--- src/rtl/washer_pkg.sv ---
// Shared washer definitions.
// Holds the FSM state encoding used by the beep sequencer, the beep-count
// width and the default tick timing shared by View and the controllers.
// No ports: package only.
package washer_pkg;

    // Width of the beep-count request field (0..7 beeps).
    localparam int BEEP_CNT_W = 3;

    // Default beep timing: cp clock cycles per tick and ticks per phase.
    localparam int DEF_TICK_DIV  = 25000;
    localparam int DEF_ON_TICKS  = 4;
    localparam int DEF_OFF_TICKS = 4;

    // Sequencer state encoding.
    typedef logic [1:0] state_t;
    localparam state_t ST_IDLE = 2'd0;
    localparam state_t ST_ON   = 2'd1;
    localparam state_t ST_OFF  = 2'd2;

endpackage

--- src/rtl/beep_sequencer_tick_gen.sv ---
// tick_gen: beep-tick prescaler.
// Counts 0..TICK_DIV-1 and flags the last count as a one-cycle tick.
// Ports:
//   clk   - system clock, rising edge
//   rst_n - asynchronous active-low reset
//   clear - restart the prescaler at 0 on the next cycle
//   tick  - high for one cycle every TICK_DIV cycles since the last clear
module tick_gen #(
    parameter int TICK_DIV = 25000
) (
    input  logic clk,
    input  logic rst_n,
    input  logic clear,
    output logic tick
);

    localparam int PW = $clog2(TICK_DIV);
    localparam logic [PW-1:0] LAST = PW'(TICK_DIV - 1);

    logic [PW-1:0] pre;

    always_ff @(posedge clk or negedge rst_n) begin
        if (!rst_n) begin
            pre <= '0;
        end else if (clear || (pre == LAST)) begin
            pre <= '0;
        end else begin
            pre <= pre + PW'(1);
        end
    end

    // Decoded straight from the register so that the sequencer may use it to
    // form clear without creating a combinational loop.
    assign tick = (pre == LAST);

endmodule

--- src/rtl/beep_sequencer.sv ---
// beep_sequencer: turns a single-cycle beep request into N timed beeps.
// Each beep is ON_TICKS ticks high, separated by OFF_TICKS ticks low, with
// no trailing low phase after the last beep.
// Ports:
//   clk    - system clock, rising edge
//   rst_n  - asynchronous active-low reset
//   req    - one-cycle start request (ignored while busy)
//   count  - number of beeps, sampled only when req is accepted
//   cancel - abort the pattern in progress (level)
//   beep   - beeper / LED drive, registered
//   busy   - pattern in progress, registered
//   done   - one-cycle pulse when a pattern completes or is cancelled
module beep_sequencer
    import washer_pkg::*;
#(
    parameter int TICK_DIV  = DEF_TICK_DIV,
    parameter int ON_TICKS  = DEF_ON_TICKS,
    parameter int OFF_TICKS = DEF_OFF_TICKS
) (
    input  logic                  clk,
    input  logic                  rst_n,
    input  logic                  req,
    input  logic [BEEP_CNT_W-1:0] count,
    input  logic                  cancel,
    output logic                  beep,
    output logic                  busy,
    output logic                  done
);

    localparam int TMAX = (ON_TICKS > OFF_TICKS) ? ON_TICKS : OFF_TICKS;
    localparam int TW   = $clog2(TMAX + 1);
    localparam logic [TW-1:0] ON_LAST  = TW'(ON_TICKS - 1);
    localparam logic [TW-1:0] OFF_LAST = TW'(OFF_TICKS - 1);

    state_t                state;
    logic [TW-1:0]         tick_cnt;
    logic [BEEP_CNT_W-1:0] remaining;
    logic                  tick;
    logic                  clear;
    logic                  phase_end;

    // Last tick of the current ON or OFF phase.
    always_comb begin
        phase_end = 1'b0;
        if (tick) begin
            if (state == ST_ON) begin
                phase_end = (tick_cnt == ON_LAST);
            end else if (state == ST_OFF) begin
                phase_end = (tick_cnt == OFF_LAST);
            end
        end
    end

    // Holding the prescaler clear in IDLE covers the accept cycle; clearing on
    // phase_end and cancel makes every state entry start from prescaler 0.
    assign clear = (state == ST_IDLE) || phase_end || cancel;

    tick_gen #(
        .TICK_DIV(TICK_DIV)
    ) u_tick_gen (
        .clk  (clk),
        .rst_n(rst_n),
        .clear(clear),
        .tick (tick)
    );

    always_ff @(posedge clk or negedge rst_n) begin
        if (!rst_n) begin
            state     <= ST_IDLE;
            tick_cnt  <= '0;
            remaining <= '0;
            beep      <= 1'b0;
            busy      <= 1'b0;
            done      <= 1'b0;
        end else begin
            done <= 1'b0;
            case (state)
                ST_IDLE: begin
                    // A request coinciding with cancel is dropped silently.
                    if (req && !cancel) begin
                        if (count != '0) begin
                            state     <= ST_ON;
                            remaining <= count;
                            tick_cnt  <= '0;
                            beep      <= 1'b1;
                            busy      <= 1'b1;
                        end else begin
                            done <= 1'b1;
                        end
                    end
                end

                ST_ON, ST_OFF: begin
                    if (cancel) begin
                        state     <= ST_IDLE;
                        tick_cnt  <= '0;
                        remaining <= '0;
                        beep      <= 1'b0;
                        busy      <= 1'b0;
                        done      <= 1'b1;
                    end else if (tick) begin
                        if (!phase_end) begin
                            tick_cnt <= tick_cnt + TW'(1);
                        end else begin
                            tick_cnt <= '0;
                            if (state == ST_ON) begin
                                remaining <= remaining - BEEP_CNT_W'(1);
                                beep      <= 1'b0;
                                if (remaining == BEEP_CNT_W'(1)) begin
                                    state <= ST_IDLE;
                                    busy  <= 1'b0;
                                    done  <= 1'b1;
                                end else begin
                                    state <= ST_OFF;
                                end
                            end else begin
                                state <= ST_ON;
                                beep  <= 1'b1;
                            end
                        end
                    end
                end

                default: begin
                    // Unused encoding: fall back to a quiet IDLE.
                    state     <= ST_IDLE;
                    tick_cnt  <= '0;
                    remaining <= '0;
                    beep      <= 1'b0;
                    busy      <= 1'b0;
                end
            endcase
        end
    end

endmodule

--- config.mk ---
export PLATFORM = sky130hd
export DESIGN_NAME = beep_sequencer
export DESIGN_NICKNAME = d
export VERILOG_FILES = /design/src/rtl/washer_pkg.sv /design/src/rtl/beep_sequencer_tick_gen.sv /design/src/rtl/beep_sequencer.sv
export SDC_FILE = /design/constraint.sdc
export NUM_CORES = 1
export LEC_CHECK = 0
export CORE_ASPECT_RATIO = 0.9
export CORE_MARGIN = 2
export CORE_UTILIZATION = 60
export CTS_CLUSTER_DIAMETER = 150
export DETAILED_ROUTE_END_ITERATION = 7
export PLACE_DENSITY = 0.81
export SKIP_LAST_GASP = 1
export SLEW_MARGIN = 20
export SYNTH_ARGS = -nofsm -noshare
export SYNTH_HDL_FRONTEND = slang
export SYNTH_SLANG_ARGS = --single-unit
--- constraint.sdc ---
create_clock -name clk -period 4.31 [get_ports clk]
set_clock_uncertainty 0.05 [all_clocks]
set_input_delay 0.862 -clock clk [delete_from_list [all_inputs] [get_ports clk]]
set_output_delay 0.862 -clock clk [all_outputs]
set_load 0.01 [all_outputs]
==> results.md, run 1 <==
* Status: completed
* Post-route design area at 0.00167 mm²
* Fmax at 0.401 GHz
* Die Height at 52.4 µm
* Initial Util at 63.2%
* Htree depth at 1
* Synth Register Bits at 25
* Worst Reg-to-Reg Cells at 5
* Hold Fails Final Rpt at 0
* Grt ovf at 0
* Setup violators final at 0
* CP max stage cell: or3_1
* Slowest stage delay, CP at 0.78 ns
* ANT cells at 0
* Num rows at 17
* RSZ-0062 raised after global routing: no
* RR Startpoint: u_tick_gen.pre[0]
* Sw frac at 36.7%
* First-pass GRT wire length at 5310 µm
* Clk pin slew, worst setup/hold paths at 0.15 ns
* Most frequent cells in the layout: dfrtp_1, nand2_1, o21ai_0, nor2_1, ha_1
* Area Growth Syn to Fin at 7.38%
* Max_slew headroom at 32.7%
* Wirelength per Cell at 16.0 µm
* CTS root buf: clkbuf_4
* Hold crit path type: primary input to async pin
* Drt total wl at 3040 µm
* Min Tclk post-route at 2.49 ns
* TritonCTS clock tree: done
* Synth Instances at 152
* Num CTS Buffers at 3
* Final TNS setup at 0 ns
* YS warnings at 0
* Placed Cells at 186
* Largest net degree at the start of global routing at 26
* DRC violations left at 0
* Critical-path cell list: ha_1 > nor4bb_4 > and4_4 > or3_1 > nor2_1
* Commonest non-fill, non-tap cell in the layout: dfrtp_1
* Vias in the first global route at 1130
* R2r endpoint: u_tick_gen.pre[14]
* CP max FO at 15
* Layout Cells excl Fill at 190
* Lkg Pwr at 0.704 nW
* GRT Util Overall at 23.3%
* Core Region at 0.00247 mm²
* DRT Pass-1 Iters at 4
* # nets final at 179
* WS Path Type: flop to flop
* Part of the power in combinational logic at 35.7%
* Total power at 0.000616 W
* Post-layout util at 67.8%
* Via/cell ratio at 6.01
* DP Area at 0.00165 mm²
* Clock share of power at 18.0%
* NetSw at 0.000226 W
* Number of hold buffers added after CTS at 0
* Final HPWL DP at 2250 µm
* Clock sinks at 25
* PortBufs at 9
* PwrDens at 368 mW/mm²
* Main synth FF type: dfrtp_1
* Syn Nets at 168
* EDFF count, synth at 0
* Critical path origin: u_tick_gen.pre[0]
* Critical Path Sink Type: flop
* Max-Cap Viols at 0
* Seq/Total Area, Yosys at 40.1%
* Peak supply drop at 324 µV
* CP Launch Type: flop
* Critical Path AT at 2.63 ns
* GP Congestion at 0.933
* Seq pwr share at 46.3%
* Synth cell types at 42
* Total number of vias at 1142
* Setup bufs post-CTS at 0
* Period utilization at 57.8%
* Max clock buf depth at 2
* CP Data Required Time at 4.45 ns
* Worst slew pin tran at 1.01 ns
* Slew Limit Fails at 0
* Layout cells sized above 1 at 14.2%
* Post-route ant nets at 0
* Cell Area, Synth at 0.00156 mm²
* Ys async rst share at 100%
* Syn_area_per_cell at 10.3 µm²
* Pint at 0.000390 W
* Clock Latency Late Sink at 0.33 ns
* I/O pin count at 10
* Post-CTS sizing at 0
* Die ar. at 0.00302 mm²
* Worst reg2reg setup slack at 1.82 ns
* Chip Width at 57.7 µm
* Initial antenna violation count at 0
* Detailed Route Iter0 Violations at 60
worst max-delay path, delay by kind of cell, from the launching register on:
kind	cells	cell delay, ns
DFF	1	0.48
adders and majority gates	1	0.32
and+or+nand+nor	4	1.50
state kept, by name (all words and copies together), names as in the netlist:
name	count
u_tick_gen.pre	15
remaining	3
tick_cnt	3
state	2
busy	1
done	1
worst max-delay path by stage:
stage                          to  slack (ns)  cells past startpoint
2_1_floorplan        remaining[1]        2.20                      4
3_3_place_gp             state[0]        1.70                      6
3_5_place_dp             state[0]        1.65                      6
4_1_cts        u_tick_gen.pre[13]        1.77                      5
5_1_grt        u_tick_gen.pre[13]        1.63                      5
6_report       u_tick_gen.pre[14]        1.82                      5
cell families after synthesis:
kind of cell	Yosys count	synth area share, %
and+or+nand+nor	66	29.9
AOI/OAI and AO/OA	30	12.3
DFF	25	40.1
buffers and inverters	11	4.17
xor gates and xnor gates	10	5.62
adders and majority gates	9	7.22
muxes	1	0.722
per-stage QoR:
step                hold WS (ns)  setup WS [ns]
global route               0.466           1.63
global placement           0.420           1.70
detailed placement         0.427           1.65
CTS                        0.448           1.77
finish                     0.432           1.82
floorplan                  0.403           2.20
per-layer routing:
| metal | global-route usage, % | wire length [µm] | up-vias |
|---|---|---|---|
| met1 | 31.9 | 1440 | 553 |
| met5 | 0 | 0 | - |
| met2 | 37.5 | 1450 | 26 |
| li1 | - | - | 559 |
| met4 | 5.43 | 32 | 0 |
| met3 | 5.43 | 110 | 4 |
synthesized netlist by cell type, drive strengths merged (2+ instances only):
| cell type | n | area (µm²) |
|---|---|---|
| nor2 | 19 | 136 |
| o22a | 2 | 17.5 |
| xnor2 | 2 | 17.5 |
| o21ai | 14 | 70.1 |
| dfrtp | 25 | 626 |
| nand4 | 7 | 56.3 |
| and3 | 3 | 18.8 |
| nor4 | 2 | 27.5 |
| a21oi | 5 | 25.0 |
| xor2 | 8 | 70.1 |
| or3 | 5 | 36.3 |
| nor2b | 5 | 31.3 |
| inv | 8 | 30.0 |
| buf | 2 | 31.3 |
| and4 | 3 | 28.8 |
| ha | 9 | 113 |
| a32oi | 2 | 17.5 |
| nand3 | 4 | 20.0 |
| nand2 | 12 | 45.0 |
area by class of cell:
type | count | area (µm²)
multi-input combinational | 116 | 868
fill | 203 | 793
sequential | 25 | 626
timing repair buffer | 9 | 85.1
tap | 28 | 35.0
inverter | 8 | 30.0
clock buffer | 3 | 22.5
clock inverter | 1 | 7.51
power by group through the flow:
stage,sequential [W],combinational [W],clock [W]
4_1_cts,0.000285,0.000220,0.000115
5_1_grt,0.000288,0.000241,0.000123
3_3_place_gp,0.000287,0.000213,0
3_5_place_dp,0.000290,0.000217,0
2_1_floorplan,0.000290,0.000158,0
6_report,0.000285,0.000220,0.000111
(Power assumes the default switching activity.)
==> run 2: changes to the inputs <==
CORE_UTILIZATION = 58   (was 60)
PLACE_DENSITY = 0.78   (was 0.81)
clock period = 2.4 ns   (was 4.31 ns; I/O delays follow)
==> results.md, run 2 (synthesized netlist as in run 1, its figures left out) <==
* Core Region at 0.00251 mm² (+1.7%)
* Min Tclk post-route at 2.10 ns (-0.388 ns)
* Post-route ant nets at 0 (unchanged)
* CP Launch Type: flop
* Placed Cells at 189 (+1.6%)
* Final WS setup at 0.296 ns (-1.52 ns)
* CP max FO at 6 (-9)
* Failing checks: DRC
* Largest net degree at the start of global routing at 26 (unchanged)
* Initial antenna violation count at 0 (unchanged)
* Drt total wl at 2980 µm (-1.7%)
* DRT Pass-1 Iters at 6 (+2)
* Clk pin slew, worst setup/hold paths at 0.14 ns (about the same)
* Via/cell ratio at 5.98 (-0.43%)
* Kind of cell adding the most delay to the critical path: simple AND/OR/NAND/NOR gates
* Clock Latency Late Sink at 0.33 ns (about the same)
* Critical Path Sink Type: flop
* Max_slew headroom at 69.8% (+37 points)
* CTS root buf: clkbuf_4
* ANT cells at 0 (unchanged)
* I/O pin count at 10 (unchanged)
* Wirelength per Cell at 15.5 µm (-3.3%)
* # nets final at 182 (+1.7%)
* Num CTS Buffers at 3 (unchanged)
* GRT Util Overall at 22.8% (-0.44 points)
* Number of hold buffers added after CTS at 0 (unchanged)
* Max-Cap Viols at 0 (unchanged)
* Die Height at 53.2 µm (+1.6%)
* Commonest non-fill, non-tap cell in the layout: dfrtp_1
* Grt ovf at 0 (unchanged)
* Critical-path cell list: ha_1 > nor4bb_4 > nand4_2 > nor3b_2 > o211a_1 > o22a_1
* PwrDens at 660 mW/mm² (+79%)
* Status: complete, but fails checks
* Htree depth at 1 (unchanged)
* Total number of vias at 1155 (+1.1%)
* Max reg flops at 15 (unchanged)
* Hold Fails Final Rpt at 0 (unchanged)
* RSZ-0062 raised after global routing: no
* Most frequent cells in the layout: dfrtp_1, nand2_1
* CP max stage cell: dfrtp_1
* Slew Limit Fails at 0 (unchanged)
* CP bufs+invs at 0 (unchanged)
* DRC violations left at 1 (+1)
* Filler cells at 200 (-1.5%)
* Biggest register: u_tick_gen.pre
* Worst slew pin tran at 0.448 ns (-0.561 ns)
* Critical Path AT at 2.34 ns (-0.29 ns)
* Final TNS setup at 0 ns (unchanged)
* Die ar. at 0.00312 mm² (+3.2%)
* Setup violators final at 0 (unchanged)
* First-pass GRT wire length at 5230 µm (-1.4%)
* Chip Width at 58.7 µm (+1.6%)
* Post-CTS sizing at 0 (unchanged)
* Max clock buf depth at 2 (unchanged)
* Multi-input logic area at 868 µm² (unchanged)
* Initial Util at 62.1% (-1.1 points)
* Layout cells sized above 1 at 15.2% (+0.95 points)
* Fmax at 0.475 GHz (+18%)
* Final HPWL DP at 2280 µm (+1.4%)
* Clock sinks at 25 (unchanged)
* Num rows at 17 (unchanged)
* PortBufs at 9 (unchanged)
* GP Congestion at 0.912 (-2.3%)
* WS Path Type: flop to flop
* Register area at 626 µm² (unchanged)
* Hold crit path type: primary input to async pin
* Vias in the first global route at 1116 (-1.2%)
* Top flop regs: u_tick_gen.pre: 15 flops, remaining: 3 flops, tick_cnt: 3 flops
* Setup bufs post-CTS at 0 (unchanged)
* TritonCTS clock tree: done
* Slowest stage delay, CP at 0.48 ns (-0.30 ns)
* Lkg Pwr at 0.729 nW (+3.5%)
* Layout Cells excl Fill at 193 (+1.6%)
* Period utilization at 87.7% (+30 points)
* Placement Setup Slack at 0.162 ns (-1.49 ns)
* Area Growth Syn to Fin at 10.0%
* CP Data Required Time at 2.64 ns (-1.81 ns)
* Peak supply drop at 412 µV (+27%)
* Detailed Route Iter0 Violations at 55 (-8.3%)
-- run 2: cell count changes in the layout (fill, tap and decap cells not counted) --
cell,change
buf_2,-1
inv_6,+1
buf_12,+1
buf_4,+2
clkinvlp_4,-1
clkdlybuf4s50_1,+1
-- run 2: path summary, 6_finish.rpt --
kind | startpoint | end | slack (ns) | cells after the start
max reg2reg | u_tick_gen.pre[0] | busy | 0.30 | 6
min | rst_n | u_tick_gen.pre[10] | 0.44 | 2
min reg2reg | tick_cnt[0] | tick_cnt[0] | 0.46 | 1
max in group asynchronous | rst_n | u_tick_gen.pre[12] | 1.63 | 2
min in group clk | tick_cnt[0] | tick_cnt[0] | 0.46 | 1
max | u_tick_gen.pre[0] | busy | 0.30 | 6
-- run 2: area by class of cell --
cell class                      count  area share [%]
Sequential cell                    25            36.5
Multi-Input combinational cell    116            50.6
Clock inverter                      1           0.511
Clock buffer                        3            1.31
Tap cell                           28            2.04
Timing Repair Buffer               12            7.29
Inverter                            8            1.75
-- run 2: stage by stage --
stage                     power, W  utilization [%]  hold slack (ns)  instance area [µm²]
after floorplan           0.000805                -            0.134                 1560
after global placement    0.000922             67.1            0.420                 1680
after detailed placement  0.000935             67.1            0.436                 1680
after CTS                  0.00114             68.3            0.439                 1720
after global routing       0.00122             68.3            0.441                 1720
final                      0.00113             68.3            0.438                 1720
-- run 2: layer usage --
metal / track usage (%) / part of all wire, % / wire, µm / vias up
li1: - / - / - / 574
met1: 31.2 / 49 / 1470 / 554
met2: 36.3 / 46 / 1370 / 22
met3: 5.87 / 3.7 / 109 / 5
met4: 5.68 / 0.91 / 27 / 0
met5: 0 / 0 / 0 / -
-- run 2: where the power goes --
group          internal, W  switching [W]  total, W
clock network    0.0000681       0.000136  0.000204
registers         0.000470      0.0000403  0.000510
logic             0.000187       0.000231  0.000418
total             0.000725       0.000407   0.00113
